$ cat src/rtl/bcd_to_bin_if.sv
// bcd_to_bin_if: start/busy/done request and result bundle for bcd_to_bin (master drives digits, slave returns bin/err)
interface bcd_to_bin_if #(parameter int OUT_W = 12);
  logic start;
  logic neg;
  logic [3:0] hundreds;
  logic [3:0] tens;
  logic [3:0] ones;
  logic busy;
  logic done;
  logic err;
  logic [OUT_W-1:0] bin;
  modport master (output start, neg, hundreds, tens, ones, input busy, done, err, bin);
  modport slave (input start, neg, hundreds, tens, ones, output busy, done, err, bin);
endinterface

$ cat src/rtl/bcd_to_bin.sv
// bcd_to_bin: signed 3-digit BCD to two's-complement via reverse double-dabble; clk, rst (async active-low), bus (slave); BCD2BIN_FAST_EN selects single-cycle multiply-add
module bcd_to_bin #(
  parameter int OUT_W = 12
) (
  input logic clk,
  input logic rst,
  bcd_to_bin_if.slave bus
);
  typedef enum logic [1:0] {IDLE, SHIFT, FINISH} state_t;
  state_t state;
  logic [11:0] bcd;
  logic neg_q;
  logic err_q;
  logic bad;
  logic [OUT_W-1:0] mag;
  assign bad = (bus.hundreds > 4'd9) | (bus.tens > 4'd9) | (bus.ones > 4'd9);
`ifdef BCD2BIN_FAST_EN
  localparam state_t FIRST = FINISH;
  assign mag = OUT_W'(11'(bcd[11:8]) * 11'd100 + 11'(bcd[7:4]) * 11'd10 + 11'(bcd[3:0]));
`else
  localparam state_t FIRST = SHIFT;
  logic [9:0] acc;
  logic [3:0] cnt;
  logic [11:0] sh;
  logic [11:0] adj;
  always_comb begin
    sh = bcd >> 1;
    adj = sh;
    for (int i = 0; i < 3; i++)
      adj[4*i +: 4] = sh[4*i +: 4] >= 4'd8 ? sh[4*i +: 4] - 4'd3 : sh[4*i +: 4];
  end
  assign mag = OUT_W'(acc);
`endif
  always_ff @(posedge clk or negedge rst) begin
    if (!rst) begin
      state <= IDLE;
      bcd <= '0;
      neg_q <= 1'b0;
      err_q <= 1'b0;
      bus.busy <= 1'b0;
      bus.done <= 1'b0;
      bus.err <= 1'b0;
      bus.bin <= '0;
`ifndef BCD2BIN_FAST_EN
      acc <= '0;
      cnt <= '0;
`endif
    end else begin
      bus.done <= 1'b0;
      case (state)
        IDLE: if (bus.start) begin
          bcd <= {bus.hundreds, bus.tens, bus.ones};
          neg_q <= bus.neg;
          err_q <= bad;
          bus.busy <= 1'b1;
          state <= FIRST;
`ifndef BCD2BIN_FAST_EN
          acc <= '0;
          cnt <= '0;
`endif
        end
`ifndef BCD2BIN_FAST_EN
        SHIFT: begin
          acc <= {bcd[0], acc[9:1]};
          bcd <= adj;
          cnt <= cnt + 4'd1;
          if (cnt == 4'd9) state <= FINISH;
        end
`endif
        FINISH: begin
          bus.err <= err_q;
          bus.bin <= err_q ? '0 : neg_q ? -mag : mag;
          bus.done <= 1'b1;
          bus.busy <= 1'b0;
          state <= IDLE;
        end
        default: state <= IDLE;
      endcase
    end
  end
endmodule
$ cat src/flat_wrapper.sv
// flat-port wrapper written by rule: the top's interface ports become plain ports
module bcd_to_bin_flat 
#(
  parameter int OUT_W = 12
)
  (clk, rst, bus_start, bus_neg, bus_hundreds, bus_tens, bus_ones, bus_busy, bus_done, bus_err, bus_bin);
  bcd_to_bin_if #(.OUT_W(OUT_W)) bus_i ();
  input logic clk;
  input logic rst;
  input wire logic [$bits(bus_i.start)-1:0] bus_start;
  input wire logic [$bits(bus_i.neg)-1:0] bus_neg;
  input wire logic [$bits(bus_i.hundreds)-1:0] bus_hundreds;
  input wire logic [$bits(bus_i.tens)-1:0] bus_tens;
  input wire logic [$bits(bus_i.ones)-1:0] bus_ones;
  output wire logic [$bits(bus_i.busy)-1:0] bus_busy;
  output wire logic [$bits(bus_i.done)-1:0] bus_done;
  output wire logic [$bits(bus_i.err)-1:0] bus_err;
  output wire logic [$bits(bus_i.bin)-1:0] bus_bin;
  assign bus_i.start = bus_start;
  assign bus_i.neg = bus_neg;
  assign bus_i.hundreds = bus_hundreds;
  assign bus_i.tens = bus_tens;
  assign bus_i.ones = bus_ones;
  assign bus_busy = bus_i.busy;
  assign bus_done = bus_i.done;
  assign bus_err = bus_i.err;
  assign bus_bin = bus_i.bin;
  bcd_to_bin #(.OUT_W(OUT_W)) u_core (.clk(clk), .rst(rst), .bus(bus_i));
endmodule
$ cat config.mk
export PLATFORM = sky130hd
export DESIGN_NAME = bcd_to_bin_flat
export DESIGN_NICKNAME = d
export VERILOG_FILES = /design/src/rtl/bcd_to_bin_if.sv /design/src/rtl/bcd_to_bin.sv /design/src/flat_wrapper.sv
export SDC_FILE = /design/constraint.sdc
export NUM_CORES = 1
export LEC_CHECK = 0
export BUFFER_PORTS_ARGS = -buffer_cell sky130_fd_sc_hd__buf_2
export CORE_MARGIN = 1
export CORE_UTILIZATION = 55
export CTS_BUF_LIST = sky130_fd_sc_hd__clkbuf_8 sky130_fd_sc_hd__clkbuf_16
export DETAILED_ROUTE_END_ITERATION = 10
export PLACE_DENSITY = 0.77
export SETUP_SLACK_MARGIN = 0.15
export SLEW_MARGIN = 20
export SYNTH_ARGS = -nofsm -noshare
export SYNTH_HDL_FRONTEND = slang
export SYNTH_SLANG_ARGS = --single-unit
$ cat constraint.sdc
create_clock -name clk -period 3.5 [get_ports clk]
set_clock_uncertainty 0.05 [all_clocks]
set_input_delay 0.175 -clock clk [delete_from_list [all_inputs] [get_ports clk]]
set_output_delay 0.175 -clock clk [all_outputs]
set_load 0.1 [all_outputs]
Word level (Yosys, flattened, before mapping) --
Index checks and enable logic that the tools add are counted.
Operators by class: add/subtract/negate cells 5, multipliers 0, div/mod/pow operators 0, $lt $le $gt $ge 6, equal/unequal tests 5, shift operators 0, muxes and demuxes 17, bitwise gates (word level) 2, reductions and logical operators 7
Operator list (count):
- two-way mux 12 bit | 3
- case mux 12 bit (2 select lines) | 1
- case mux 10 bit (2 select lines) | 1
- two-way mux 4 bit | 4
- > comparator 4 bit (second input constant) | 3
- negator 10 -> 12 bit | 1
- two-way mux 10 bit | 1
- >= comparator 4 bit (second input constant) | 2
- case mux 4 bit (2 select lines) | 1
- AND reduction 2 bit | 4
- subtractor 4 x 2 -> 4 bit (second input constant) | 2
- adder 4 x 1 -> 4 bit (second input constant) | 1
- == test 4 bit (second input constant) | 1
- >= comparator 3 x 4 -> 1 bit (second input constant) | 1
- two-way mux 2 bit | 2
- case mux 2 bit (2 select lines) | 1
- nonzero test 2 bit | 2
- subtractor 3 x 2 -> 4 bit (second input constant) | 1
- == test 2 x 1 -> 1 bit (second input constant) | 1
- == test 2 bit (second input constant) | 1
- zero test 2 bit | 1
- two-way mux 1 bit | 2
- != test 2 x 1 -> 1 bit (second input constant) | 1
- != test 2 bit (second input constant) | 1
- 2 further kinds | 3
Word-level totals: bits in registers 45, latch bits 0, memory bits (writable) 0, bits in read-only memories 0, bits of input ports 16, memories 0

Longest topological paths before layout --
word-level depth 3, depth in mapped cells 6

Least setup slack after synthesis --
OpenSTA, ideal clock, no wires.
path kind flip-flop to flip-flop, start point reg u_core.acc[2], end point reg u_core.bus.bin[9], data arrival time 1515 ps, required time 3328 ps, path slack 1813 ps, stages on the path, launching flop included 6, buffers on the path 1, cells stage by stage dfrtp_1 -> buf_6 -> or4_4 -> o31ai_1 -> xnor2_1 -> a22o_1
On the way: cells in the longest elaborated chain, start to end 3
Ends and longest elaborated chain:
- from (decl) | RTL line bcd_to_bin.sv:22 | logic [9:0] acc;
- from (signal assigned) | RTL line bcd_to_bin.sv:64 | acc <= {bcd[0], acc[9:1]};
- negator 10 -> 12 bit | RTL line bcd_to_bin.sv:72 | bus.bin <= err_q ? '0 : neg_q ? -mag : mag;
- two-way mux 12 bit (2 in a row) | RTL line bcd_to_bin.sv:72
- to (signal assigned) | RTL line bcd_to_bin.sv:72
- to (decl) | RTL line bcd_to_bin_if.sv:13 | modport slave (input start, neg, hundreds, tens, ones, output busy, done, err, bin);
Every way passes these cells. A chain may end at the register's enable or synchronous reset.

Worst setup path after layout --
start point reg u_core.state[0], end point reg u_core.bus.bin[0]
On the way: cells in the longest elaborated chain, start to end 1
Ends and longest elaborated chain:
- from (decl) | RTL line bcd_to_bin.sv:10 | state_t state;
- from (signal assigned) | RTL line bcd_to_bin.sv:36 | state <= IDLE;
- from (signal assigned) | RTL line bcd_to_bin.sv:56 | state <= FIRST;
- from (signal assigned) | RTL line bcd_to_bin.sv:67 | if (cnt == 4'd9) state <= FINISH;
- == test 2 bit | RTL line bcd_to_bin.sv:50 | case (state)
Every way passes these cells.

==> flow_metrics.env <==
export IMPL_status="complete, no violations"
export IMPL_groute_usage_overall_pct=22.9
export IMPL_post_place_ws_ns=1.73
export IMPL_core_um2=3740
export IMPL_drive_above_1_share_pct=18.3
export IMPL_final_util_pct=66.4
export IMPL_io_buffers=30
export IMPL_max_vdd_ir_drop_mv=0.469
export IMPL_cts_tree="yes"
export IMPL_syn_avg_cell_area_um2=10.2
export IMPL_p_leak_nw=1.19
export IMPL_cts_root_buffer_cell="clkbuf_8"
export IMPL_cts_buffer_depth=2
export IMPL_crit_required_ns=3.69
export IMPL_htree_levels=2
export IMPL_clk_pin_slew_worst_paths_ns=0.09
export IMPL_clkLatencyLatePin_ns=0.30
export IMPL_drt_vias_per_instance=5.67
export IMPL_finalSetupViolCount=0
export IMPL_synth_edf_count=0
export IMPL_max_freq_mhz=562
export IMPL_die_area_um2=4250
export IMPL_tightest_slew_ns=0.566
export IMPL_critPathMaxStageDelay_ns=0.56
export IMPL_wl_met2_mm=2.06
export IMPL_yosysTopAreaCell="dfrtp_1"
export IMPL_synthFlopType="dfrtp_1"
export IMPL_finalWorstSetupSlack_ns=1.72
export IMPL_ys_seq_elements=45
export IMPL_yosysWarnings=0
export IMPL_firstDrtPassIters=4
export IMPL_finalHoldViolCount=0
export IMPL_synth_area_leaders="dfrtp_1, a22o_1, o21ai_0, ha_1, xnor2_1"
export IMPL_ys_types=34
export IMPL_fin_nets=268
export IMPL_initialDrtViolationCount=74
export IMPL_synth_top_cell_area_share_pct=51.3
export IMPL_initial_utilization_pct=58.6
export IMPL_wl_per_cell_um=14.7
export IMPL_drcViolationCount=0
export IMPL_endpoint_kind="flop"
export IMPL_crit_type="flop to flop"
export IMPL_max_slew_margin_rel_pct=62.1
export IMPL_grt_pass1_wl_mm=7.29
export IMPL_slew_violations=0
export IMPL_cts_repair_resized=0
export IMPL_fin_crit_sh_pct=50.9
export IMPL_layout_cells_most_common="dfrtp_1"
export IMPL_antenna_found_initial=0
export IMPL_crit_chain="nand2b_1 > buf_4 > nor2_1 > a22o_1"
export IMPL_first_global_vias=1661
export IMPL_drt_total_wl_mm=4.31
export IMPL_wl_met1_mm=1.94
export IMPL_startpoint_type="flop"
export IMPL_grt_overflow_total=0
export IMPL_grt_max_degree=46
export IMPL_cts_sinks=45
export IMPL_cts_setup_buffers=0
export IMPL_synth_area_um2=2190
export IMPL_diodes=0
export IMPL_total_power_mw=2.44
export IMPL_gp_congestion=0.876
export IMPL_rsz0062_at_grt="no"
export IMPL_ant_nets=0
export IMPL_maxUsedRoutingLayer="met4"
export IMPL_pwr_density_cell_nw_per_um2=980
export IMPL_synthArstFlopShare_pct=100
export IMPL_syn_nets=238
export IMPL_chipWidth_um=65.2
export IMPL_arrival_ns=1.97
export IMPL_hp_class="primary input to flop"
export IMPL_period_needed_ns=1.78
export IMPL_tritoncts_num_buffers=5
export IMPL_io_pins=31
export IMPL_met3_length_um=177
export IMPL_worstPathMaxFanout=20
export IMPL_maxCapViolations=0
export IMPL_tns_ns=0
export IMPL_crit_path_top_delay_cell="dfrtp_1"
export IMPL_fp_dieH_um=65.2
export IMPL_vias=1666
export IMPL_syn_instance_count=215
export IMPL_num_rows=22
export IMPL_seq_area_frac_synth_pct=51.3
export IMPL_dpl_hpwl_mm=3.05
export IMPL_areaGrowthSynthToFinish_pct=13.3
export IMPL_most_common_layout_cells="dfrtp_1, buf_2, o21ai_0, nand2_1, a22o_1"
==> repair_timing <==
| item | in CTS | in global routing |
|---|---|---|
| endpoints found under the hold margin | 0 | 13 |
| setup endpoints to repair | 0 | 0 |
| hold buffers | 0 | 1 |
==> logic make-up (layout without fill, tap and decap cells) <==
kind of cell | after synthesis | in the layout | synth area share [%]
AND/OR/NAND/NOR | 52 | 52 | 11.5
XOR/XNOR | 12 | 12 | 4.79
flip-flops | 45 | 45 | 51.3
buffers and inverters | 24 | 55 | 4.45
multiplexers | 2 | 2 | 0.912
adder cells (fa/ha/maj) | 7 | 7 | 3.99
AO/OA/AOI/OAI | 73 | 73 | 23.0
==> critical path, delay by kind of cell, from the launching register on <==
kind | cells | cell delay, ns
and+or+nand+nor | 2 | 0.69
DFF | 1 | 0.56
AOI/OAI and AO/OA | 1 | 0.22
buffers and inverters | 1 | 0.21
==> metal layers <==
layer,vias to the layer above,track usage [%]
met5,-,0
met4,0,12.5
met3,13,5.03
met2,46,38.0
met1,786,27.4
li1,821,-
==> per-stage QoR <==
stage | area [µm²] | std cells | hold slack [ns]
6_report | 2490 | 294 | 0.0565
5_1_grt | 2490 | 294 | 0.0740
4_1_cts | 2460 | 292 | 0.00150
3_5_place_dp | 2370 | 284 | 0.333
3_3_place_gp | 2370 | 284 | 0.327
2_1_floorplan | 2190 | 215 | -0.171
==> cell usage after synthesis, types with 2 or more instances <==
library cell  number
dfrtp_1           45
o21ai_0           19
nand2_1           17
a22o_1            15
nor2_1            14
a21oi_1           12
inv_1             12
clkbuf_1          10
xnor2_1            9
ha_1               7
nor2b_1            6
o22a_1             6
nand2b_1           5
o31ai_1            5
a22oi_1            4
a221oi_1           3
xor2_1             3
a22o_2             2
mux2i_1            2
nand3b_1           2
nand4_1            2
nor3_1             2
o41ai_1            2
==> registers in the layout, indices dropped and copies added (netlist names) <==
| name | cells |
|---|---|
| u_core.bcd | 12 |
| u_core.bus.bin | 12 |
| u_core.acc | 10 |
| u_core.cnt | 4 |
| u_core.state | 2 |
| u_core.bus.busy | 1 |
| u_core.bus.done | 1 |
| u_core.bus.err | 1 |
| u_core.err_q | 1 |
| u_core.neg_q | 1 |
==> report_power, final <==
| group | switching, mW | internal, mW |
|---|---|---|
| sequential | 0.241 | 0.717 |
| clock | 0.173 | 0.136 |
| combinational | 0.729 | 0.443 |
==> path summary, 6_finish.rpt <==
check / from / end / slack, ns / cells after the start
hold reg to reg: u_core.bus.bin[10]$_DFFE_PN0P_ / u_core.bus.bin[10]$_DFFE_PN0P_ / 0.43 / 2
hold / removal: bus_neg / u_core.neg_q$_DFFE_PN0P_ / 0.06 / 3
max in group asynchronous: rst / u_core.state[1]$_DFFE_PN0P_ / 2.67 / 3
setup reg to reg: u_core.state[0]$_DFFE_PN0P_ / u_core.bus.bin[0]$_DFFE_PN0P_ / 1.72 / 4
setup / recovery: u_core.state[0]$_DFFE_PN0P_ / u_core.bus.bin[0]$_DFFE_PN0P_ / 1.72 / 4
min in group asynchronous: rst / u_core.bus.done$_DFF_PN0_ / 0.25 / 2
==> layout make-up <==
type,instances,area [µm²]
multi-input cells,146,971
flip-flops and latches,45,1130
inverters,12,45.0
clock inverters,3,13.8
clock buffers,5,68.8
repair buffers,35,203
fillers,315,1260
well taps,48,60.1
Power figures use the tool's default switching activity.
